<file path="src/rtl/fifo_frame_tx_if.sv">
// Byte-framer bus bundle: FIFO first-word-fall-through read port plus valid/ready byte stream.
// master is the framer side, slave is the FIFO/downstream side.
interface fifo_frame_tx_if;
  localparam int unsigned WORD_W = 64;
  localparam int unsigned BYTE_W = 8;

  logic [WORD_W-1:0] fifo_dout;
  logic              fifo_empty;
  logic              fifo_rd_en;
  logic [BYTE_W-1:0] tx_data;
  logic              tx_valid;
  logic              tx_ready;

  modport master (
    input  fifo_dout, fifo_empty, tx_ready,
    output fifo_rd_en, tx_data, tx_valid
  );

  modport slave (
    output fifo_dout, fifo_empty, tx_ready,
    input  fifo_rd_en, tx_data, tx_valid
  );
endinterface

</file>
<file path="src/rtl/fifo_frame_tx.sv">
// Capture-FIFO drain: pops one 64-bit word per frame and sends it as
// SYNC, 8 data bytes LSB first, then an optional XOR checksum byte.
module fifo_frame_tx #(
  parameter logic [7:0] SYNC_BYTE = 8'hA5,
  parameter bit         CSUM_EN   = 1'b1
) (
  input  logic                 clk,
  input  logic                 rst,
  input  logic                 enable,
  fifo_frame_tx_if.master      bus,
  output logic                 busy,
  output logic [31:0]          words_sent
);
  localparam int unsigned WORD_W = 64;
  localparam int unsigned BYTE_W = 8;
  localparam int unsigned IDX_W  = 3;
  localparam int unsigned CNT_W  = 32;

  typedef enum logic [1:0] {IDLE, SYNC, DATA, CSUM} state_e;

  state_e              state_q;
  logic [WORD_W-1:0]   word_q;
  logic [IDX_W-1:0]    idx_q, idx_d;
  logic [BYTE_W-1:0]   acc_q, acc_d;
  logic [BYTE_W-1:0]   tx_data_q;
  logic                tx_valid_q;
  logic [CNT_W-1:0]    words_sent_q;
  logic                pop;
  logic                hs;

  // Pop is only possible from IDLE; everything else is a registered decode.
  always_comb begin
    pop   = (state_q == IDLE) & enable & ~bus.fifo_empty & ~rst;
    hs    = tx_valid_q & bus.tx_ready;
    acc_d = acc_q ^ tx_data_q;
    idx_d = idx_q + IDX_W'(1);
  end

  assign bus.fifo_rd_en = pop;
  assign bus.tx_data    = tx_data_q;
  assign bus.tx_valid   = tx_valid_q;
  assign busy           = (state_q != IDLE);
  assign words_sent     = words_sent_q;

  // Frame sequencer; tx_data_q is preloaded with the next byte on each handshake.
  always_ff @(posedge clk or posedge rst) begin
    if (rst) begin
      state_q      <= IDLE;
      word_q       <= '0;
      idx_q        <= '0;
      acc_q        <= '0;
      tx_data_q    <= '0;
      tx_valid_q   <= 1'b0;
      words_sent_q <= '0;
    end else begin
      case (state_q)
        IDLE: begin
          if (pop) begin
            word_q     <= bus.fifo_dout;
            idx_q      <= '0;
            acc_q      <= '0;
            tx_data_q  <= SYNC_BYTE;
            tx_valid_q <= 1'b1;
            state_q    <= SYNC;
          end
        end
        SYNC: begin
          if (hs) begin
            tx_data_q <= word_q[BYTE_W-1:0];
            state_q   <= DATA;
          end
        end
        DATA: begin
          if (hs) begin
            acc_q <= acc_d;
            idx_q <= idx_d;
            if (idx_q == IDX_W'(7)) begin
              if (CSUM_EN) begin
                tx_data_q <= acc_d;
                state_q   <= CSUM;
              end else begin
                tx_data_q    <= '0;
                tx_valid_q   <= 1'b0;
                words_sent_q <= words_sent_q + CNT_W'(1);
                state_q      <= IDLE;
              end
            end else begin
              tx_data_q <= word_q[{idx_d, 3'b000} +: BYTE_W];
            end
          end
        end
        CSUM: begin
          if (hs) begin
            tx_data_q    <= '0;
            tx_valid_q   <= 1'b0;
            words_sent_q <= words_sent_q + CNT_W'(1);
            state_q      <= IDLE;
          end
        end
        default: state_q <= IDLE;
      endcase
    end
  end
endmodule

</file>
<file path="src/flat_wrapper.sv">
// flat-port wrapper written by rule: the top's interface ports become plain ports
module fifo_frame_tx_flat 
#(
  parameter logic [7:0] SYNC_BYTE = 8'hA5,
  parameter bit         CSUM_EN   = 1'b1
)
  (clk, rst, enable, busy, words_sent, bus_fifo_dout, bus_fifo_empty, bus_tx_ready, bus_fifo_rd_en, bus_tx_data, bus_tx_valid);
  fifo_frame_tx_if bus_i ();
  input  logic clk;
  input  logic rst;
  input  logic enable;
  output logic busy;
  output logic [31:0] words_sent;
  input wire logic [$bits(bus_i.fifo_dout)-1:0] bus_fifo_dout;
  input wire logic [$bits(bus_i.fifo_empty)-1:0] bus_fifo_empty;
  input wire logic [$bits(bus_i.tx_ready)-1:0] bus_tx_ready;
  output wire logic [$bits(bus_i.fifo_rd_en)-1:0] bus_fifo_rd_en;
  output wire logic [$bits(bus_i.tx_data)-1:0] bus_tx_data;
  output wire logic [$bits(bus_i.tx_valid)-1:0] bus_tx_valid;
  assign bus_i.fifo_dout = bus_fifo_dout;
  assign bus_i.fifo_empty = bus_fifo_empty;
  assign bus_i.tx_ready = bus_tx_ready;
  assign bus_fifo_rd_en = bus_i.fifo_rd_en;
  assign bus_tx_data = bus_i.tx_data;
  assign bus_tx_valid = bus_i.tx_valid;
  fifo_frame_tx #(.SYNC_BYTE(SYNC_BYTE), .CSUM_EN(CSUM_EN)) u_core (.clk(clk), .rst(rst), .enable(enable), .bus(bus_i), .busy(busy), .words_sent(words_sent));
endmodule
</file>
<file path="config.mk">
export PLATFORM = sky130hd
export DESIGN_NAME = fifo_frame_tx_flat
export DESIGN_NICKNAME = d
export VERILOG_FILES = /design/src/rtl/fifo_frame_tx_if.sv /design/src/rtl/fifo_frame_tx.sv /design/src/flat_wrapper.sv
export SDC_FILE = /design/constraint.sdc
export NUM_CORES = 1
export LEC_CHECK = 0
export ABC_CLOCK_PERIOD_IN_PS = 5500
export CORE_MARGIN = 2
export CORE_UTILIZATION = 45
export CTS_CLUSTER_DIAMETER = 80
export CTS_CLUSTER_SIZE = 20
export DETAILED_ROUTE_END_ITERATION = 7
export PLACE_DENSITY = 0.71
export SYNTH_ARGS = -nofsm -noshare
export SYNTH_HDL_FRONTEND = slang
export SYNTH_SLANG_ARGS = --single-unit
export TNS_END_PERCENT = 100
</file>
<file path="constraint.sdc">
create_clock -name clk -period 5.5 [get_ports clk]
set_clock_uncertainty 0.15 [all_clocks]
set_input_delay 1.1 -clock clk [delete_from_list [all_inputs] [get_ports clk]]
set_output_delay 1.1 -clock clk [all_outputs]
set_load 0.1 [all_outputs]
</file>
* Yosys cells after proc, flatten, opt, wreduce, memory -nomap -nowiden
Cells that the tools add are included.
Word-level totals: register bits after elaboration 118, latch bits 0, bits in writable memories 0, memory bits (read-only) 0, bits of input ports 69, logic and storage cells 57, memories kept 0
Cells by class: add/sub/neg operators 2, multipliers 0, divide/modulo/power cells 0, order comparisons 0, equal/unequal tests 9, shifts and indexed selects 1, muxes and demuxes 21, bitwise operators 7, reductions and logical operators 10
Operators with widths (count):
- 64-bit by 7-bit variable part select with 8-bit output | 1
- 8-bit two-way mux | 7
- 32-bit by 1-bit adder with 32-bit output, second input constant | 1
- 8-bit case mux with 4 select lines | 1
- 8-bit case mux with 2 select lines | 1
- 2-bit two-way mux | 5
- 2-bit by 1-bit inequality test with 1-bit output, second input constant | 4
- 2-bit case mux with 4 select lines | 1
- 8-bit XOR | 1
- 3-bit two-way mux | 2
- 3-bit case mux with 2 select lines | 1
- 3-bit AND reduction | 2
- 2-bit nonzero test | 3
- 5-bit AND reduction | 1
- 1-bit bitwise AND | 4
- 2-bit equality test, second input constant | 2
- 2-bit AND reduction | 2
- 4-bit AND reduction | 1
- 3-bit by 1-bit adder with 3-bit output, second input constant | 1
- 3-bit equality test, second input constant | 1
- 2-bit by 1-bit equality test with 1-bit output, second input constant | 1
- 2-bit logical NOT | 1
- 1-bit two-way mux | 2
- 2-bit inequality test, second input constant | 1
- 2 further kinds | 3

* Logic depth before layout (Yosys ltp)
Gate-level depths: netlist (run 1).
depth in word-level cells 6, mapped depth 9, mapped depth without buffers 7

* Worst setup path after synthesis (run 1)
No wires, ideal clock.
path type input to output, from input rst, to output bus_fifo_rd_en, data arrival time 1.966 ns, data required time 4.250 ns, path slack 2.284 ns, cell stages on the path 3, path buffers 2, cell sequence and4bb_1 -> buf_4 -> buf_2
On the way: longest elaborated chain between the ends 2
Ends and longest elaborated chain:
- start, declared | RTL line flat_wrapper.sv:10 | input logic rst;
- 1-bit NOT | RTL line fifo_frame_tx.sv:33 | pop = (state_q == IDLE) & enable & ~bus.fifo_empty & ~rst;
- 1-bit bitwise AND | RTL line fifo_frame_tx.sv:33
- end, declared | RTL line flat_wrapper.sv:17 | output wire logic [$bits(bus_i.fifo_rd_en)-1:0] bus_fifo_rd_en;
Every way passes these cells.

* Worst setup path after layout (run 1)
from register u_core.state_q[0], to output busy
On the way: longest elaborated chain between the ends 1
Ends and longest elaborated chain:
- start, declared | RTL line fifo_frame_tx.sv:21 | state_e state_q;
- start signal, assigned | RTL line fifo_frame_tx.sv:48 | state_q <= IDLE;
- start signal, assigned | RTL line fifo_frame_tx.sv:64 | state_q <= SYNC;
- start signal, assigned | RTL line fifo_frame_tx.sv:70 | state_q <= DATA;
- 2-bit nonzero test | RTL line fifo_frame_tx.sv:42 | assign busy = (state_q != IDLE);
- end, declared | RTL line flat_wrapper.sv:12 | output logic busy;
Every way passes these cells.

==> impl_summary.log, run 1 <==
[metrics] result of the run: finished, final reports clean
[metrics] RePlAce Congestion: a little over 0.8
[metrics] cell leakage power: approximately 3.1 nW
[metrics] wire length per cell after detailed routing: 17.3 um
[metrics] detailed placement HPWL: 9060 um
[metrics] number of cells upsized or downsized after cts: 0
[metrics] sequential-to-total area share from yosys stat: 0.528
[metrics] antenna violations before repair: 0
[metrics] total routing resource utilization after global routing: 0.204
[metrics] antenna diode instance count: 0
[metrics] core utilization of the finished layout: 0.613
[metrics] setup TNS: 0 ns
[metrics] number of buffers inserted by post-CTS setup repair: 0
[metrics] hold violation total from the final report: 0
[metrics] class of the tightest hold or removal check: reg2reg
[metrics] insertion delay of the later-clocked pin in the worst-skew pair: 0.40 ns
[metrics] post-synth net total: roughly 510
[metrics] data arrival at the endpoint of the critical path: 2.53 ns
[metrics] number of hold buffers added after CTS: 0
[metrics] largest net degree at the start of global routing: 66
[metrics] Power Density: 539 nW/um2
[metrics] final-report max-slew violation count: 0
[metrics] die area: 13,300 um2
[metrics] Via density: 5.33
[metrics] io pins: 112
[metrics] Synth area leader: sky130_fd_sc_hd__dfrtp_1
[metrics] number of port buffers: 111
[metrics] highest achievable clock rate: 264 MHz
[metrics] Bufs on Longest Clock Path: 2
[metrics] M1 GR Usage: 0.279
[metrics] Filler Cell Count: approximately 950
[metrics] area of the core region: 12,100 um2
[metrics] clock-pin slew on the worst setup and hold paths: 0.06 ns
[metrics] wire length of the first global-routing pass: 20,800 um
[metrics] transition time of the tightest slew-check pin: 1.01 ns
[metrics] share of the clock period used by the worst path after layout: 0.688
[metrics] Most Frequent Cell on Critical Path: sky130_fd_sc_hd__inv_1
[metrics] Multi-input gate area: ~2500 um2
[metrics] Die X: 115 um
[metrics] number of failing setup endpoints in the final timing report: 0
[metrics] clock root buffer: sky130_fd_sc_hd__clkbuf_16
[metrics] count of synthesis-stage warnings from yosys: 0
[metrics] met2 capacity usage during global routing: 0.319
[metrics] Worst Path Class, Setup: reg2out
[metrics] initial core utilization: 0.463
[metrics] most used flip-flop cell after synthesis: sky130_fd_sc_hd__dfrtp_1
[metrics] list of cells traversed by the critical path: inv_1, ha_1, inv_1, clkdlybuf4s50_1
[metrics] top post-synthesis cells by count: 118 x sky130_fd_sc_hd__dfrtp_1, 66 x sky130_fd_sc_hd__mux2_2, 32 x sky130_fd_sc_hd__nand2_1
[metrics] nets: 628
[metrics] maximum fanout count along the critical path: 6
[metrics] clk sinks: 118
[metrics] distinct cell type count of the synthesized netlist: 44
[metrics] Overflow after GRT: 0
[metrics] clock tree from TritonCTS: built
[metrics] number of standard-cell rows in the floorplan: 40
[metrics] number of H-tree levels: 4
[metrics] Die H: between 100 and 150 um
[metrics] ys async rst share: 1.00
[metrics] number of buffers created by CTS: 17
[metrics] total area of sequential cells: approximately 3000 um2
[metrics] kind of end point of the critical path: output pin
[metrics] DRC violations left: 0
[metrics] number of synthesized flops with an enable pin: 0
[metrics] max-slew headroom at the worst pin: 0.328
[metrics] number of vias after detailed routing: between 3,000 and 4,000
[metrics] synthesized instance count: 436
[metrics] data required time at the worst endpoint: 4.25 ns
[metrics] dominant cells by area after synthesis: sky130_fd_sc_hd__dfrtp_1 53%, sky130_fd_sc_hd__mux2_2 13%, sky130_fd_sc_hd__mux4_2 6.4%, sky130_fd_sc_hd__xnor2_1 3.4%, sky130_fd_sc_hd__nand2_1 2.1%
[metrics] total wire length after detailed routing: around 13,000 um
[metrics] Post-DRT Antenna Nets: 0
[metrics] per-instance average area after synthesis: between 10 and 15 um2
[metrics] fraction of final layout cells sized beyond drive strength 1: 0.220
[metrics] First-pass DRT Iterations: 5
[metrics] Global Route met3 Usage: 0.0591
[metrics] maximum vdd drop: 0.262 mV
[metrics] layer carrying the most global-route usage: met2
[metrics] unrepaired setup endpoints after global routing: false
[metrics] layout-stage area growth over the synthesis result: 32.4%
[metrics] reported max-cap violation count: 0
[metrics] maximum single-stage delay on the critical path: 1.17 ns
[metrics] Mapped Area: 5590 um2
[metrics] kind of start point of the critical path: flip-flop
[metrics] number of global-route vias before repair: 4,038
[metrics] final critical-path required period: ~3.8 ns
[metrics] area fraction of the dominant cell type after synthesis: 0.528
[metrics] final non-filler cell total: 731
[metrics] Crit-path slowest cell: sky130_fd_sc_hd__clkdlybuf4s50_1
[metrics] flops & latches, synth: 118
[metrics] Placed Instances: 700
[metrics] most used standard cell by instance count after synthesis: sky130_fd_sc_hd__dfrtp_1
[metrics] violation count after the first detailed-routing iteration: 255
worst max-delay path: cells and delay by family (launching register included):
family | cells | cell delay [ns]
buf+inv | 3 | 1.41
flops | 1 | 0.39
fa+ha+maj | 1 | 0.32
final timing paths:
path / startpoint / cells past startpoint / slack [ns] / to
worst max-delay path: u_core.state_q[0]$_DFFE_PP0P_ / 4 / 1.72 / busy
worst max register to register: u_core.idx_q[0]$_DFFE_PP0P_ / 7 / 2.48 / u_core.bus.tx_data[6]$_DFFE_PP0P_
worst min-delay path: u_core.words_sent[31]$_DFFE_PP0P_ / 1 / 0.33 / u_core.words_sent[31]$_DFFE_PP0P_
min in group asynchronous: rst / 2 / 0.85 / u_core.words_sent[16]$_DFFE_PP0P_
worst min register to register: u_core.words_sent[31]$_DFFE_PP0P_ / 1 / 0.33 / u_core.words_sent[31]$_DFFE_PP0P_
max in group asynchronous: rst / 3 / 3.37 / u_core.word_q[43]$_DFFE_PP0P_
report_power, final:
| part | total, mW | leakage (nW) | internal, mW | switching, mW |
|---|---|---|---|---|
| combinational | 1.58 | 1.36 | 0.699 | 0.876 |
| sequential | 1.39 | 1.50 | 1.18 | 0.208 |
| clock | 1.02 | 0.268 | 0.649 | 0.375 |
sequential cells by signal, indices dropped and copies added, names as in the netlist:
| name | flops |
|---|---|
| u_core.word_q | 64 |
| u_core.words_sent | 32 |
| u_core.acc_q | 8 |
| u_core.bus.tx_data | 8 |
| u_core.idx_q | 3 |
| u_core.state_q | 2 |
| u_core.bus.tx_valid | 1 |
cells in the final DEF, fill, tap and decap left out, drive strengths merged, types with 3 or more instances in the layout:
master           n
a21oi            3
a221o            3
a221oi           3
a22o             7
and2             6
and3             8
buf              6
clkbuf          22
clkdlybuf4s50  110
clkinv           5
clkinvlp         3
dfrtp          118
ha               8
inv              6
mux2            66
mux2i            3
mux4            16
nand2           32
nand2b          12
nand3           17
nand4            7
nor2            17
nor2b            7
nor3             6
nor4             3
o21ai           13
o221ai           6
xnor2           22
xor2             9
per-layer routing:
metal	vias up	routed length [um]
li1	1825	-
met1	1965	5730
met2	96	6200
met3	11	614
met4	0	136
met5	-	0
cell families (layout without fill, tap and decap cells):
family | Yosys count | in the layout | share of synthesized area
compound gates | 47 | 47 | 0.0645
xor+xnor | 31 | 31 | 0.0486
simple gates | 121 | 121 | 0.115
buf+inv | 26 | 153 | 0.0228
mux | 85 | 85 | 0.203
flops | 118 | 118 | 0.528
fa+ha+maj | 8 | 8 | 0.0179
per-stage QoR:
stage | hold WS (ns) | cell area, um2 | setup WS, ns | power [mW]
2_1_floorplan | 0.325 | 5590 | 1.12 | 2.57
3_3_place_gp | 0.314 | 6850 | 1.95 | 2.92
6_report | 0.329 | 7400 | 1.72 | 3.99
5_1_grt | 0.352 | 7400 | 1.62 | 4.21
3_5_place_dp | 0.322 | 6850 | 1.95 | 2.98
4_1_cts | 0.332 | 7400 | 1.70 | 4.01
final cells by class:
class | instances | area share
sequential | 118 | 0.399
multi-input combinational | 292 | 0.339
timing repair buffer | 116 | 0.155
clock buffer | 22 | 0.0641
tap | 168 | 0.0284
clock inverter | 9 | 0.0105
inverter | 6 | 0.00338
No activity file was read; power rests on OpenSTA's default activity.
==> run 2: changes to the inputs <==
--- a/config.mk
+++ b/config.mk
@@ -5,13 +5,13 @@
 export SDC_FILE = /design/constraint.sdc
 export NUM_CORES = 1
 export LEC_CHECK = 0
-export ABC_CLOCK_PERIOD_IN_PS = 5500
+export ABC_CLOCK_PERIOD_IN_PS = 3150
 export CORE_MARGIN = 2
 export CORE_UTILIZATION = 45
 export CTS_CLUSTER_DIAMETER = 80
 export CTS_CLUSTER_SIZE = 20
 export DETAILED_ROUTE_END_ITERATION = 7
-export PLACE_DENSITY = 0.71
+export PLACE_DENSITY = 0.74
 export SYNTH_ARGS = -nofsm -noshare
 export SYNTH_HDL_FRONTEND = slang
 export SYNTH_SLANG_ARGS = --single-unit
==> constraint.sdc (replaced) <==
create_clock -name clk -period 3.15 [get_ports clk]
set_clock_uncertainty 0.15 [all_clocks]
set_input_delay 0.63 -clock clk [delete_from_list [all_inputs] [get_ports clk]]
set_output_delay 0.63 -clock clk [all_outputs]
set_load 0.1 [all_outputs]
==> impl_summary.log, run 2 (synthesized netlist as in run 1, its figures left out) <==
[metrics] data required time at the worst endpoint: 2.37 ns
[metrics] hold violation total from the final report: 0
[metrics] transition time of the tightest slew-check pin: 0.663 ns
[metrics] RePlAce Congestion: 0.819
[metrics] max-slew headroom at the worst pin: 0.558
[metrics] clock-pin slew on the worst setup and hold paths: 0.05 ns
[metrics] number of H-tree levels: 4
[metrics] area of the core region: about 12,000 um2
[metrics] unrepaired setup endpoints after global routing: false
[metrics] final critical-path required period: 2.67 ns
[metrics] total wire length after detailed routing: approximately 13,000 um
[metrics] class of the tightest hold or removal check: reg2reg
[metrics] detailed placement HPWL: 9260 um
[metrics] number of global-route vias before repair: 4,193
[metrics] clock root buffer: sky130_fd_sc_hd__clkbuf_16
[metrics] reported max-cap violation count: 0
[metrics] Worst Path Class, Setup: reg2out
[metrics] Power Density: 982 nW/um2
[metrics] final non-filler cell total: 735
[metrics] Overflow after GRT: 0
[metrics] setup TNS: 0 ns
[metrics] flop-to-flop setup slack: 0.54 ns
[metrics] core utilization of the finished layout: 0.618
[metrics] Post-DRT Antenna Nets: 0
[metrics] largest net degree at the start of global routing: 119
[metrics] insertion delay of the later-clocked pin in the worst-skew pair: just over 0.4 ns
[metrics] kind of start point of the critical path: flip-flop
[metrics] layout-stage area growth over the synthesis result: 33.4%
[metrics] result of the run: finished, final reports clean
[metrics] Die X: ~120 um
[metrics] number of buffers inserted by post-CTS setup repair: 0
[metrics] Via density: about 5.4
[metrics] Die H: about 120 um
[metrics] number of cells upsized or downsized after cts: 0
[metrics] commonest non-fill, non-tap cell in the layout: sky130_fd_sc_hd__dfrtp_1
[metrics] fraction of final layout cells sized beyond drive strength 1: 0.300
[metrics] highest achievable clock rate: between 300 and 400 MHz
[metrics] Placed Instances: around 710
[metrics] max FFs per register: 64
[metrics] number of buffers created by CTS: 17
[metrics] number of standard-cell rows in the floorplan: 40
[metrics] io pins: 112
[metrics] DRC violations left: 0
[metrics] nets: 633
[metrics] clock tree from TritonCTS: built
[metrics] register bank with the most flops: u_core.word_q
[metrics] antenna diode instance count: 0
[metrics] kind of end point of the critical path: output pin
[metrics] share of the clock period used by the worst path after layout: 0.847
[metrics] cell leakage power: about 3.3 nW
[metrics] final-report max-slew violation count: 0
[metrics] data arrival at the endpoint of the critical path: 1.89 ns
[metrics] violation count after the first detailed-routing iteration: 287
[metrics] Bufs on Longest Clock Path: 2
[metrics] Filler Cell Count: approximately 1,000
[metrics] wire length of the first global-routing pass: roughly 21,000 um
[metrics] most used cells in the layout excluding fill and tap cells: 118 x sky130_fd_sc_hd__dfrtp_1, 68 x sky130_fd_sc_hd__clkdlybuf4s50_1, 66 x sky130_fd_sc_hd__mux2_2
[metrics] maximum fanout count along the critical path: 6
[metrics] die area: about 13,000 um2
[metrics] maximum vdd drop: 0.535 mV
[metrics] initial core utilization: 0.463
[metrics] number of vias after detailed routing: 4,002
[metrics] clk sinks: roughly 120
[metrics] number of failing setup endpoints in the final timing report: 0
[metrics] number of port buffers: 111
[metrics] First-pass DRT Iterations: 6
[metrics] number of hold buffers added after CTS: 0
[metrics] total routing resource utilization after global routing: 0.213
[metrics] antenna violations before repair: 0
[metrics] wire length per cell after detailed routing: 17.5 um
## run 2: worst max-delay path: stages, from the launching register on
cell	delay, ns
sky130_fd_sc_hd__dfrtp_1	0.42
sky130_fd_sc_hd__inv_1	0.12
sky130_fd_sc_hd__ha_1	0.37
sky130_fd_sc_hd__and4bb_4	0.36
sky130_fd_sc_hd__buf_12	0.19
## run 2: through the flow
stage	power, mW	instance area, um2	worst slack (ns)	hold slack [ns]
2_1_floorplan	4.49	5590	0.595	0.325
5_1_grt	7.72	7450	0.364	0.358
3_3_place_gp	5.09	6800	0.399	0.315
6_report	7.32	7450	0.482	0.339
3_5_place_dp	5.20	6800	0.347	0.331
4_1_cts	7.36	7450	0.468	0.343
## run 2: final timing paths
path	cells past startpoint	from	to
worst max-delay path	4	u_core.state_q[0]$_DFFE_PP0P_	bus_fifo_rd_en
worst min-delay path	1	u_core.words_sent[13]$_DFFE_PP0P_	u_core.words_sent[13]$_DFFE_PP0P_
worst max register to register	6	u_core.idx_q[1]$_DFFE_PP0P_	u_core.bus.tx_data[6]$_DFFE_PP0P_
worst min register to register	1	u_core.words_sent[13]$_DFFE_PP0P_	u_core.words_sent[13]$_DFFE_PP0P_
max in group asynchronous	3	rst	u_core.word_q[43]$_DFFE_PP0P_
min in group asynchronous	3	rst	u_core.words_sent[19]$_DFFE_PP0P_
## run 2: routing by layer
| metal | track usage | wire length [um] | vias up |
|---|---|---|---|
| met4 | 0.0779 | 298 | 0 |
| met5 | 0 | 0 | - |
| met2 | 0.349 | 6410 | 105 |
| met3 | 0.0690 | 672 | 22 |
| met1 | 0.265 | 5480 | 2035 |
| li1 | - | - | 1840 |
## run 2: power breakdown
group	internal, mW	leakage [nW]	switching, mW
sequential	2.06	1.50	0.366
combinational	1.23	1.47	1.52
clock	1.49	0.316	0.649
total	4.78	3.29	2.54
## run 2: cell type report
cell class | instances | area [um2] | share of cell area
flip-flops and latches | 118 | 2950 | 0.396
well taps | 168 | 210 | 0.0282
repair buffers | 121 | 1100 | 0.148
clock inverters | 10 | 203 | 0.0272
multi-input cells | 292 | 2510 | 0.337
inverters | 6 | 26.3 | 0.00353
clock buffers | 20 | 447 | 0.0599
